===== config.mk =====
export PLATFORM = sky130hd
export DESIGN_NAME = seq_div8
export DESIGN_NICKNAME = d
export VERILOG_FILES = /design/src/rtl/seq_div8_pkg.sv /design/src/rtl/seq_div8_div_step.sv /design/src/rtl/seq_div8.sv
export SDC_FILE = /design/constraint.sdc
export NUM_CORES = 1
export LEC_CHECK = 0
export BUFFER_PORTS_ARGS = -buffer_cell sky130_fd_sc_hd__buf_2
export CAP_MARGIN = 20
export CORE_ASPECT_RATIO = 0.6
export CORE_MARGIN = 2
export CORE_UTILIZATION = 40
export DETAILED_ROUTE_END_ITERATION = 10
export PLACE_DENSITY = 0.64
export SYNTH_ARGS = -nofsm -noshare
export SYNTH_HDL_FRONTEND = slang
export SYNTH_SLANG_ARGS = --single-unit
export TNS_END_PERCENT = 10

===== constraint.sdc =====
create_clock -name clk -period 2.2 [get_ports clk]
set_input_delay 0.11 -clock clk [delete_from_list [all_inputs] [get_ports clk]]
set_output_delay 0.11 -clock clk [all_outputs]
set_load 0.03 [all_outputs]

===== src/rtl/seq_div8_pkg.sv =====
// Shared ALU definitions: opcodes, datapath width and divider FSM states.
package seq_div8_pkg;

  localparam int ALU_WIDTH = 8;

  localparam logic [2:0] OP_SOMA = 3'b000;
  localparam logic [2:0] OP_SUB  = 3'b001;
  localparam logic [2:0] OP_AND  = 3'b010;
  localparam logic [2:0] OP_OR   = 3'b011;
  localparam logic [2:0] OP_XOR  = 3'b100;
  localparam logic [2:0] OP_MUL  = 3'b101;
  localparam logic [2:0] OP_DIV  = 3'b110;
  localparam logic [2:0] OP_NOT  = 3'b111;

  typedef enum logic [1:0] {
    S_IDLE = 2'd0,
    S_CALC = 2'd1,
    S_FIN  = 2'd2
  } div_state_e;

endpackage


===== src/rtl/seq_div8_div_step.sv =====
// One combinational restoring-division step: shift in the next dividend bit,
// trial-subtract the divisor and keep or restore the partial remainder.
module div_step
  import seq_div8_pkg::*;
#(
  parameter int WIDTH = ALU_WIDTH
) (
  input  logic [WIDTH-1:0] rem_i,
  input  logic             bit_i,
  input  logic [WIDTH-1:0] divisor_i,
  output logic [WIDTH-1:0] rem_o,
  output logic             q_o
);

  logic [WIDTH:0] shifted;

  assign shifted = {rem_i, bit_i};
  // Compare at WIDTH+1 bits; when it fits, the difference is below the
  // divisor, so the low WIDTH bits of the subtraction are exact.
  assign q_o     = (shifted >= {1'b0, divisor_i});
  assign rem_o   = q_o ? (shifted[WIDTH-1:0] - divisor_i) : shifted[WIDTH-1:0];

endmodule


===== src/rtl/seq_div8.sv =====
// Multi-cycle restoring divider (start/done) feeding the ALU divide result.
// Optional two's-complement mode: define SEQ_DIV_SIGNED_EN.
module seq_div8
  import seq_div8_pkg::*;
#(
  parameter int WIDTH = ALU_WIDTH,
  parameter int CNT_W = 4
) (
  input  logic             clk,
  input  logic             rst,
  input  logic             start,
  input  logic [WIDTH-1:0] dividend,
  input  logic [WIDTH-1:0] divisor,
  output logic             busy,
  output logic             done,
  output logic [WIDTH-1:0] quotient,
  output logic [WIDTH-1:0] remainder,
  output logic             div_by_zero
);

  div_state_e       state_q, state_d;
  logic [CNT_W-1:0] cnt_q, cnt_d;
  logic [WIDTH-1:0] dvd_q, dvd_d;
  logic [WIDTH-1:0] rem_q, rem_d;
  logic [WIDTH-1:0] dsr_q, dsr_d;
  logic [WIDTH-1:0] quot_q, quot_d;
  logic [WIDTH-1:0] remo_q, remo_d;
  logic             dbz_q, dbz_d;

  logic [WIDTH-1:0] step_rem;
  logic             step_q;
  logic [WIDTH-1:0] q_raw;
  logic [WIDTH-1:0] dvd_mag, dsr_mag, q_fin, r_fin;

  div_step #(.WIDTH(WIDTH)) u_step (
    .rem_i    (rem_q),
    .bit_i    (dvd_q[WIDTH-1]),
    .divisor_i(dsr_q),
    .rem_o    (step_rem),
    .q_o      (step_q)
  );

  // The dividend register doubles as the quotient shift register.
  assign q_raw = {dvd_q[WIDTH-2:0], step_q};

`ifdef SEQ_DIV_SIGNED_EN
  logic qneg_q, qneg_d, rneg_q, rneg_d;

  assign dvd_mag = dividend[WIDTH-1] ? (~dividend + 1'b1) : dividend;
  assign dsr_mag = divisor[WIDTH-1]  ? (~divisor + 1'b1)  : divisor;
  // Truncation toward zero: remainder follows the dividend's sign.
  assign q_fin   = qneg_q ? (~q_raw + 1'b1)    : q_raw;
  assign r_fin   = rneg_q ? (~step_rem + 1'b1) : step_rem;

  always_ff @(posedge clk or posedge rst) begin
    if (rst) begin
      qneg_q <= 1'b0;
      rneg_q <= 1'b0;
    end else begin
      qneg_q <= qneg_d;
      rneg_q <= rneg_d;
    end
  end
`else
  assign dvd_mag = dividend;
  assign dsr_mag = divisor;
  assign q_fin   = q_raw;
  assign r_fin   = step_rem;
`endif

  always_comb begin
    state_d = state_q;
    cnt_d   = cnt_q;
    dvd_d   = dvd_q;
    rem_d   = rem_q;
    dsr_d   = dsr_q;
    quot_d  = quot_q;
    remo_d  = remo_q;
    dbz_d   = dbz_q;
`ifdef SEQ_DIV_SIGNED_EN
    qneg_d  = qneg_q;
    rneg_d  = rneg_q;
`endif
    case (state_q)
      S_IDLE: begin
        if (start) begin
          if (divisor == '0) begin
            quot_d  = '1;
            remo_d  = dividend;
            dbz_d   = 1'b1;
            state_d = S_FIN;
          end else begin
            dvd_d   = dvd_mag;
            dsr_d   = dsr_mag;
            rem_d   = '0;
            cnt_d   = '0;
`ifdef SEQ_DIV_SIGNED_EN
            qneg_d  = dividend[WIDTH-1] ^ divisor[WIDTH-1];
            rneg_d  = dividend[WIDTH-1];
`endif
            state_d = S_CALC;
          end
        end
      end
      S_CALC: begin
        dvd_d = q_raw;
        rem_d = step_rem;
        cnt_d = cnt_q + 1'b1;
        // Results land in the output regs on the edge into FIN so they
        // are already valid while done is high.
        if (cnt_q == CNT_W'(WIDTH-1)) begin
          quot_d  = q_fin;
          remo_d  = r_fin;
          dbz_d   = 1'b0;
          state_d = S_FIN;
        end
      end
      S_FIN:   state_d = S_IDLE;
      default: state_d = S_IDLE;
    endcase
  end

  always_ff @(posedge clk or posedge rst) begin
    if (rst) begin
      state_q <= S_IDLE;
      cnt_q   <= '0;
      dvd_q   <= '0;
      rem_q   <= '0;
      dsr_q   <= '0;
      quot_q  <= '0;
      remo_q  <= '0;
      dbz_q   <= 1'b0;
    end else begin
      state_q <= state_d;
      cnt_q   <= cnt_d;
      dvd_q   <= dvd_d;
      rem_q   <= rem_d;
      dsr_q   <= dsr_d;
      quot_q  <= quot_d;
      remo_q  <= remo_d;
      dbz_q   <= dbz_d;
    end
  end

  assign busy        = (state_q == S_CALC);
  assign done        = (state_q == S_FIN);
  assign quotient    = quot_q;
  assign remainder   = remo_q;
  assign div_by_zero = dbz_q;

endmodule


==> results of run 1 <==
final cells by class:
class / instances / area [um^2] / share of cell area [%]
multi-input cells: 213 / 1460 / 44.3
flip-flops and latches: 47 / 1180 / 35.7
repair buffers: 56 / 347 / 10.5
clock buffers: 8 / 156 / 4.75
well taps: 87 / 109 / 3.31
inverters: 12 / 45.0 / 1.37
timing repair:
item,in CTS,in global routing
gates resized for setup,1,11
buffers inserted,0,3
endpoints found under the setup margin,1,15
hold buffers,1,0
pin swaps,0,5
endpoints found under the hold margin,13,0
worst paths after layout:
kind | start | end | slack (ns) | depth (start not counted)
hold / removal | divisor[5] | dsr_q[5]$_DFFE_PP0P_ | 0.09 | 3
min in group asynchronous | rst | quotient[6]$_DFFE_PP0P_ | 0.51 | 4
setup / recovery | dsr_q[4]$_DFFE_PP0P_ | remainder[5]$_DFFE_PP0P_ | 0.04 | 9
setup reg to reg | dsr_q[4]$_DFFE_PP0P_ | remainder[5]$_DFFE_PP0P_ | 0.04 | 9
hold reg to reg | quotient[5]$_DFFE_PP0P_ | quotient[5]$_DFFE_PP0P_ | 0.48 | 1
max in group asynchronous | rst | cnt_q[1]$_DFFE_PP0P_ | 1.26 | 4
tightest hold or removal path, cell delays in order:
cell and delay, ns:
sky130_fd_sc_hd__buf_2 0.11, sky130_fd_sc_hd__nand2_1 0.05, sky130_fd_sc_hd__o21ai_0 0.06
metrics by stage:
step / setup WS (ns) / setup TNS [ns]
6_report: 0.0413 / 0
4_1_cts: 0.0427 / 0
5_1_grt: -0.0470 / -0.0470
2_1_floorplan: 0.225 / 0
3_3_place_gp: 0.0493 / 0
3_5_place_dp: -0.0586 / -0.0586
layer usage:
| layer | part of all wire, % | track usage, % | wire, um |
|---|---|---|---|
| met5 | 0 | 0 | 0 |
| met4 | 0.79 | 4.38 | 54 |
| met3 | 7.0 | 4.34 | 477 |
| met2 | 41 | 27.5 | 2800 |
| met1 | 51 | 30.6 | 3510 |
sequential cells by signal (all words and copies together) (netlist names):
signal,cells
dsr_q,8
dvd_q,8
quotient,8
rem_q,8
remainder,8
cnt_q,4
state_q,2
div_by_zero,1
cells in the final DEF (no fill, tap or decap), types with 6 or more instances in the layout:
cell type	instances
sky130_fd_sc_hd__o21ai_0	19
sky130_fd_sc_hd__ha_1	7
sky130_fd_sc_hd__o22a_1	7
sky130_fd_sc_hd__nand4_1	7
sky130_fd_sc_hd__inv_1	11
sky130_fd_sc_hd__buf_2	37
sky130_fd_sc_hd__dfrtp_1	47
sky130_fd_sc_hd__buf_4	16
sky130_fd_sc_hd__nand3_1	7
sky130_fd_sc_hd__a21oi_1	10
sky130_fd_sc_hd__mux2i_1	9
sky130_fd_sc_hd__nor2_1	38
sky130_fd_sc_hd__a31oi_1	6
sky130_fd_sc_hd__nand2_1	33
logic make-up (layout without fill, tap and decap cells):
| group | after synthesis | in the layout |
|---|---|---|
| simple gates | 109 | 109 |
| compound gates | 79 | 79 |
| flops | 47 | 47 |
| buf+inv | 26 | 76 |
| fa+ha+maj | 10 | 10 |
| mux | 10 | 10 |
| xor+xnor | 5 | 5 |
power groups by stage:
stage	combinational, W	clock (W)	sequential, W
after floorplan	0.00230	0	0.00180
after global routing	0.00413	0.000857	0.00165
final	0.00376	0.000804	0.00160
after CTS	0.00350	0.000817	0.00159
after global placement	0.00342	0	0.00159
after detailed placement	0.00346	0	0.00160
==> results.tsv, run 1 <==
metric	value	unit
Post-Syn Area per Cell	9.45	um^2
total of endpoints with negative setup slack in the final report	0	
WL/cell	16.2	um
share of flip-flops with an asynchronous set or reset after synthesis	100	%
remaining antenna violation count	0	
Placed Cells	411	
master cell of the clock root buffer	sky130_fd_sc_hd__clkbuf_16	
Gate power share	61.0	%
clock latency at the later pin of the worst-skew pair	0.29	ns
via count	2300	
data arrival at the endpoint of the critical path	2.34	ns
number of flops mapped to enable cells by yosys	0	
final cell area excluding filler cells	3290	um^2
nets@finish	364	
IO Count	38	
wirelength, routed	6.84	mm
max-slew violations	0	
count leader, synth	sky130_fd_sc_hd__dfrtp_1	
pin count of the biggest net entering global routing	48	
simple logic cell fraction of the synthesized area	20.0	%
length of the first detailed-routing pass in iterations	4	
share of synthesized area spent on multiplexers	3.75	%
power per cell area	1870	nW/um^2
result of the run	finished, final reports clean	
dominant synthesized flop cell	sky130_fd_sc_hd__dfrtp_1	
Finished Layout Cells	423	
family with the most delay on the worst path	compound AO/OA/AOI/OAI gates	
min cycle time layout	2.16	ns
highest fanout seen on the critical path	4	
maximum single-stage delay on the critical path	0.36	ns
area share of the leading cell type in the synthesized netlist	43.5	%
Core Footprint	6620	um^2
Worst Skew	0.00547	ns
critical path class	reg -> reg	
aggregate global routing overflow	0	
dominant combinational cell family by area after synthesis	compound AO/OA/AOI/OAI gates	
Die Span X	110	um
worst-case clock buffer depth	2	
Netlist cell types	58	
die outline height	67.7	um
floorplan die area	7450	um^2
CTS tree	built	
synthesized area	2700	um^2
Reg power frac	25.9	%
Internal Dissipation	0.00338	W
initial antenna violation count	0	
hold crit path type	in -> reg	
filler cell count	647	
final worst-path cycle share	98.1	%
aggregate global-route resource usage	19.7	%
HPWL after detailed placement	5.10	mm
count of yosys warnings during synthesis	0	
fraction of layout cells with a size suffix above 1	26.2	%
arithmetic-cell share of the synthesized area counting full adders, half adders and majority gates	4.91	%
area added between synthesis and finish	21.8	%
most area-consuming cells after synthesis	sky130_fd_sc_hd__dfrtp_1, sky130_fd_sc_hd__nor2_1, sky130_fd_sc_hd__nand2_1	
synthesized net count	315	
buffers and inverters on the worst path	2	
Port-buffer cells	37	
clock network power share	13.0	%
number of buffers added by the clock tree synthesis step	5	
final core utilization	49.8	%
cell taking the most area after synthesis	sky130_fd_sc_hd__dfrtp_1	
headroom to the max-slew limit	59.4	%
wire length of the first global-routing pass	10.9	mm
drt initial violations	193	
launching element type of the critical path	flop	
Sink Count	47	
Post-Synth XOR/XNOR Area	1.62	%
number of violations of the max-capacitance limit	0	
post-route DRC violation count	0	
placed cell area	3040	um^2
gate count after technology mapping	286	
master of the slowest instance on the critical path	sky130_fd_sc_hd__dfrtp_1	
peak clock frequency supported by timing	463	MHz
last weighted congestion value of the routability-driven placer	0.865	
initial core utilization	40.9	%
floorplan row count	23	
switching share of total power	45.1	%
CP cell instances	inv_1 -> ha_1 -> and3_1 -> a21boi_4 -> nor3_4 -> buf_4 -> xor2_2 -> a211oi_2 -> a311o_1	
Net Switching	0.00278	W
unrepaired setup endpoints after global routing	true	
VDD IR max	0.837	mV
most frequent cells after synthesis	sky130_fd_sc_hd__dfrtp_1, sky130_fd_sc_hd__nor2_1, sky130_fd_sc_hd__nand2_1	
Synth Area in Compound Gates	21.5	%
synthesis-stage register bit count	47	
Clock transition at path regs	0.06	ns
Fin. Hold Viols	0	
final-layout worst hold slack	0.0856	ns
total inserted antenna cells	0	
Critical Path End Type	flop	
ratio of routed vias to standard cells	5.44	
number of global-route vias before repair	2089	
required time of the worst setup path	2.38	ns
maximum level of the CTS H-tree	2	
slew at the pin with the worst max-slew slack	0.609	ns
register area share after synthesis	43.5	%
total power after layout	0.00616	W
Leakage Power	1.45	nW
(Power assumes the default switching activity.)
==> run 2, diff against run 1 <==
--- a/config.mk
+++ b/config.mk
@@ -5,13 +5,14 @@
 export SDC_FILE = /design/constraint.sdc
 export NUM_CORES = 1
 export LEC_CHECK = 0
+export ABC_AREA = 1
 export BUFFER_PORTS_ARGS = -buffer_cell sky130_fd_sc_hd__buf_2
 export CAP_MARGIN = 20
 export CORE_ASPECT_RATIO = 0.6
 export CORE_MARGIN = 2
-export CORE_UTILIZATION = 40
+export CORE_UTILIZATION = 55
 export DETAILED_ROUTE_END_ITERATION = 10
-export PLACE_DENSITY = 0.64
+export PLACE_DENSITY = 0.82
 export SYNTH_ARGS = -nofsm -noshare
 export SYNTH_HDL_FRONTEND = slang
 export SYNTH_SLANG_ARGS = --single-unit
==> run 2 against run 1 <==
Core utilization increased by 16 points. Critical path depth increased by 1. Clock-buffer cell count decreased by 3. Global-route usage increased by 5.5 points. Sequential share of layout area increased by 3.4 points. Sequential cell count unchanged. Area after synthesis decreased by 3.4%. Critical path type unchanged. Largest cell class unchanged. Largest power group unchanged.
==> results.tsv, run 2 <==
metric	value	unit	change
WL/cell	13.8	um	was 16.2 um
area share of the leading cell type in the synthesized netlist	45.0	%	was 43.5%
aggregate global-route resource usage	25.1	%	was 19.7%
critical path class	reg -> reg		unchanged
drt initial violations	192		was 193
total inserted antenna cells	0		unchanged
number of flops mapped to enable cells by yosys	0		unchanged
footprint of the multi-input gates	1190	um^2	was 1460 um^2
Netlist cell types	25		was 58
data arrival at the endpoint of the critical path	2.23	ns	was 2.34 ns
number of global-route vias before repair	2100		was 2,089
remaining antenna violation count	0		unchanged
post-route DRC violation count	0		unchanged
area added between synthesis and finish	15.1	%	was 21.8%
Sum Neg Setup Slack	0	ns	unchanged
share of flip-flops with an asynchronous set or reset after synthesis	100	%	unchanged
CTS tree	built		unchanged
Synth Area in Compound Gates	10.3	%	was 21.5%
maximum level of the CTS H-tree	2		unchanged
synthesis-stage register bit count	47		unchanged
Register Area	1180	um^2	unchanged
most frequent cells after synthesis	sky130_fd_sc_hd__nand2_1, sky130_fd_sc_hd__inv_1, sky130_fd_sc_hd__dfrtp_1		was sky130_fd_sc_hd__dfrtp_1, sky130_fd_sc_hd__nor2_1, sky130_fd_sc_hd__nand2_1
via count	2440		was 2,300
total of endpoints with negative setup slack in the final report	0		unchanged
last weighted congestion value of the routability-driven placer	0.965		was 0.865
dominant combinational cell family by area after synthesis	simple AND/OR/NAND/NOR gates		was compound AO/OA/AOI/OAI gates
wire length of the first global-routing pass	10.2	mm	was 10.9 mm
Leakage Power	1.58	nW	was 1.45 nW
Post-Syn Area per Cell	7.55	um^2	was 9.45 um^2
most area-consuming cells after synthesis	sky130_fd_sc_hd__dfrtp_1, sky130_fd_sc_hd__nand2_1, sky130_fd_sc_hd__inv_1		was sky130_fd_sc_hd__dfrtp_1, sky130_fd_sc_hd__nor2_1, sky130_fd_sc_hd__nand2_1
master cell of the clock root buffer	sky130_fd_sc_hd__clkbuf_8		was sky130_fd_sc_hd__clkbuf_16
slew at the pin with the worst max-slew slack	0.570	ns	was 0.609 ns
final worst-path cycle share	91.7	%	was 98.1%
master of the slowest instance on the critical path	sky130_fd_sc_hd__dfrtp_1		unchanged
count leader, synth	sky130_fd_sc_hd__nand2_1		was sky130_fd_sc_hd__dfrtp_1
worst setup timing slack at the placement stage	0.170	ns	was -0.0586 ns
ratio of routed vias to standard cells	5.40		was 5.44
dominant synthesized flop cell	sky130_fd_sc_hd__dfrtp_1		unchanged
max-slew violations	0		unchanged
Critical Path End Type	flop		unchanged
floorplan row count	19		was 23
nets@finish	417		was 364
Fin. Hold Viols	0		unchanged
filler cell count	411		was 647
synthesized area	2610	um^2	was 2700 um^2
synthesized net count	375		was 315
arithmetic-cell share of the synthesized area counting full adders, half adders and majority gates	5.08	%	was 4.91%
aggregate global routing overflow	0		unchanged
Core Footprint	4560	um^2	was 6620 um^2
Finished Layout Cells	452		was 423
final core utilization	65.9	%	was 49.8%
most common cell type on the critical path	sky130_fd_sc_hd__nand2_1		
fraction of layout cells with a size suffix above 1	16.2	%	was 26.2%
required time of the worst setup path	2.41	ns	was 2.38 ns
worst-case clock buffer depth	2		unchanged
most common cell after layout, fill and taps aside	sky130_fd_sc_hd__nand2_1		was sky130_fd_sc_hd__dfrtp_1
Sink Count	47		unchanged
simple logic cell fraction of the synthesized area	28.3	%	was 20.0%
VDD IR max	1.05	mV	was 0.837 mV
HPWL after detailed placement	4.74	mm	was 5.10 mm
number of buffers added by the clock tree synthesis step	5		unchanged
buffers and inverters on the worst path	1		was 2
family with the most delay on the worst path	simple AND/OR/NAND/NOR gates		was compound AO/OA/AOI/OAI gates
die outline height	57.4	um	was 67.7 um
total power after layout	0.00549	W	was 0.00616 W
floorplan die area	5330	um^2	was 7450 um^2
IO Count	38		unchanged
leading cell types in the layout, fill and taps excluded	sky130_fd_sc_hd__nand2_1, sky130_fd_sc_hd__inv_1, sky130_fd_sc_hd__dfrtp_1		was sky130_fd_sc_hd__dfrtp_1, sky130_fd_sc_hd__nor2_1, sky130_fd_sc_hd__buf_2
initial antenna violation count	0		unchanged
pin count of the biggest net entering global routing	26		was 48
number of violations of the max-capacitance limit	0		unchanged
Post-Synth XOR/XNOR Area	1.68	%	was 1.62%
cell taking the most area after synthesis	sky130_fd_sc_hd__dfrtp_1		unchanged
initial core utilization	57.2	%	was 40.9%
unrepaired setup endpoints after global routing	false		was true
maximum single-stage delay on the critical path	0.44	ns	was 0.36 ns
gate count after technology mapping	346		was 286
highest fanout seen on the critical path	8		was 4
power per cell area	1820	nW/um^2	was 1870 nW/um^2
register area share after synthesis	45.0	%	was 43.5%
Port-buffer cells	37		unchanged
post-route setup slack	0.182	ns	was 0.0413 ns
Clock transition at path regs	0.10	ns	was 0.06 ns
peak clock frequency supported by timing	496	MHz	was 463 MHz
headroom to the max-slew limit	62.0	%	was 59.4%
result of the run	finished, final reports clean		unchanged
clock latency at the later pin of the worst-skew pair	0.32	ns	was 0.29 ns
share of synthesized area spent on multiplexers	0	%	was 3.75%
CP cell instances	ha_1 -> nand2_1 -> nor2_1 -> nand2_1 -> nand3_1 -> nand3_2 -> nand4_1 -> nand3_1 -> nand2_1 -> inv_1		was inv_1 -> ha_1 -> and3_1 -> a21boi_4 -> nor3_4 -> buf_4 -> xor2_2 -> a211oi_2 -> a311o_1
Die Span X	93.0	um	was 110 um
hold crit path type	in -> reg		unchanged
wirelength, routed	6.23	mm	was 6.84 mm
launching element type of the critical path	flop		unchanged
min cycle time layout	2.02	ns	was 2.16 ns
length of the first detailed-routing pass in iterations	5		was 4
count of yosys warnings during synthesis	0		unchanged
Worst Skew	0.0143	ns	was 0.00547 ns
Placed Cells	443		was 411
==> run 2: cell types whose count changed after synthesis, moves of 8 or more <==
cell / change
sky130_fd_sc_hd__nand2_1: +52
sky130_fd_sc_hd__mux2i_1: -9
sky130_fd_sc_hd__nand3_1: +28
sky130_fd_sc_hd__inv_1: +36
sky130_fd_sc_hd__o21ai_1: +26
sky130_fd_sc_hd__a21oi_1: +9
sky130_fd_sc_hd__nor2_1: -9
sky130_fd_sc_hd__or2_0: +8
sky130_fd_sc_hd__o21ai_0: -18
==> run 2: path summary, 6_finish.rpt <==
path	start	endpoint	slack [ns]	depth (start not counted)
worst max-delay path	rem_q[2]$_DFFE_PP0P_	remainder[0]$_DFFE_PP0P_	0.18	10
worst min-delay path	divisor[0]	dsr_q[0]$_DFFE_PP0P_	0.03	3
worst max register to register	rem_q[2]$_DFFE_PP0P_	remainder[0]$_DFFE_PP0P_	0.18	10
worst min register to register	div_by_zero$_DFFE_PP0P_	div_by_zero$_DFFE_PP0P_	0.51	2
max in group asynchronous	rst	dsr_q[5]$_DFFE_PP0P_	1.32	4
min in group asynchronous	rst	dvd_q[4]$_DFFE_PP0P_	0.27	3
==> run 2: tightest hold or removal path, cell delays in order <==
cell and delay, ns:
sky130_fd_sc_hd__buf_2 0.09, sky130_fd_sc_hd__nand2_1 0.05, sky130_fd_sc_hd__nand2_1 0.06
==> run 2: report_power, final <==
group          switching (W)  leakage (nW)  internal [W]
Sequential          0.000238         0.574       0.00128
Combinational        0.00223         0.950       0.00107
Clock               0.000324        0.0548      0.000343
Total                0.00279          1.58       0.00270
==> run 2: per-stage QoR <==
stage | hold WS, ns | area, um^2
after floorplan | 0.227 | 2610
after global placement | 0.0738 | 2880
after detailed placement | 0.0680 | 2880
after CTS | 0.0154 | 3000
after global routing | 0.0194 | 3010
final | 0.0251 | 3010
==> run 2: metal layers <==
layer  global-route usage, %  part of all wire (%)  up-vias
li1                        -                     -     1187
met1                    38.8                    49     1123
met2                    35.5                    40      118
met3                    5.94                   9.6       12
met4                    6.93                   1.4        0
met5                       0                     0        -
==> run 2: cells by family (layout without fill, tap and decap cells) <==
| logic type | count (synthesis) | in the layout |
|---|---|---|
| and+or+nand+nor | 169 | 169 |
| buffers and inverters | 64 | 107 |
| AOI/OAI and AO/OA | 51 | 51 |
| DFF | 47 | 47 |
| adders and majority gates | 10 | 10 |
| xor gates and xnor gates | 5 | 5 |
==> run 2: repair_timing <==
| action | 4_1_cts | 5_1_grt |
|---|---|---|
| hold endpoints to repair | 12 | 0 |
| setup endpoints to repair | 0 | 8 |
| gates resized for setup | 0 | 1 |
| hold buffers | 1 | 0 |
| buffers inserted | 0 | 0 |
==> run 2: area by class of cell <==
type                    count  area share [%]
inverters                  55            6.87
clock inverters             3            1.54
flip-flops and latches     47            39.1
well taps                  63            2.62
repair buffers             44            7.99
multi-input cells         235            39.6
clock buffers               5            2.29
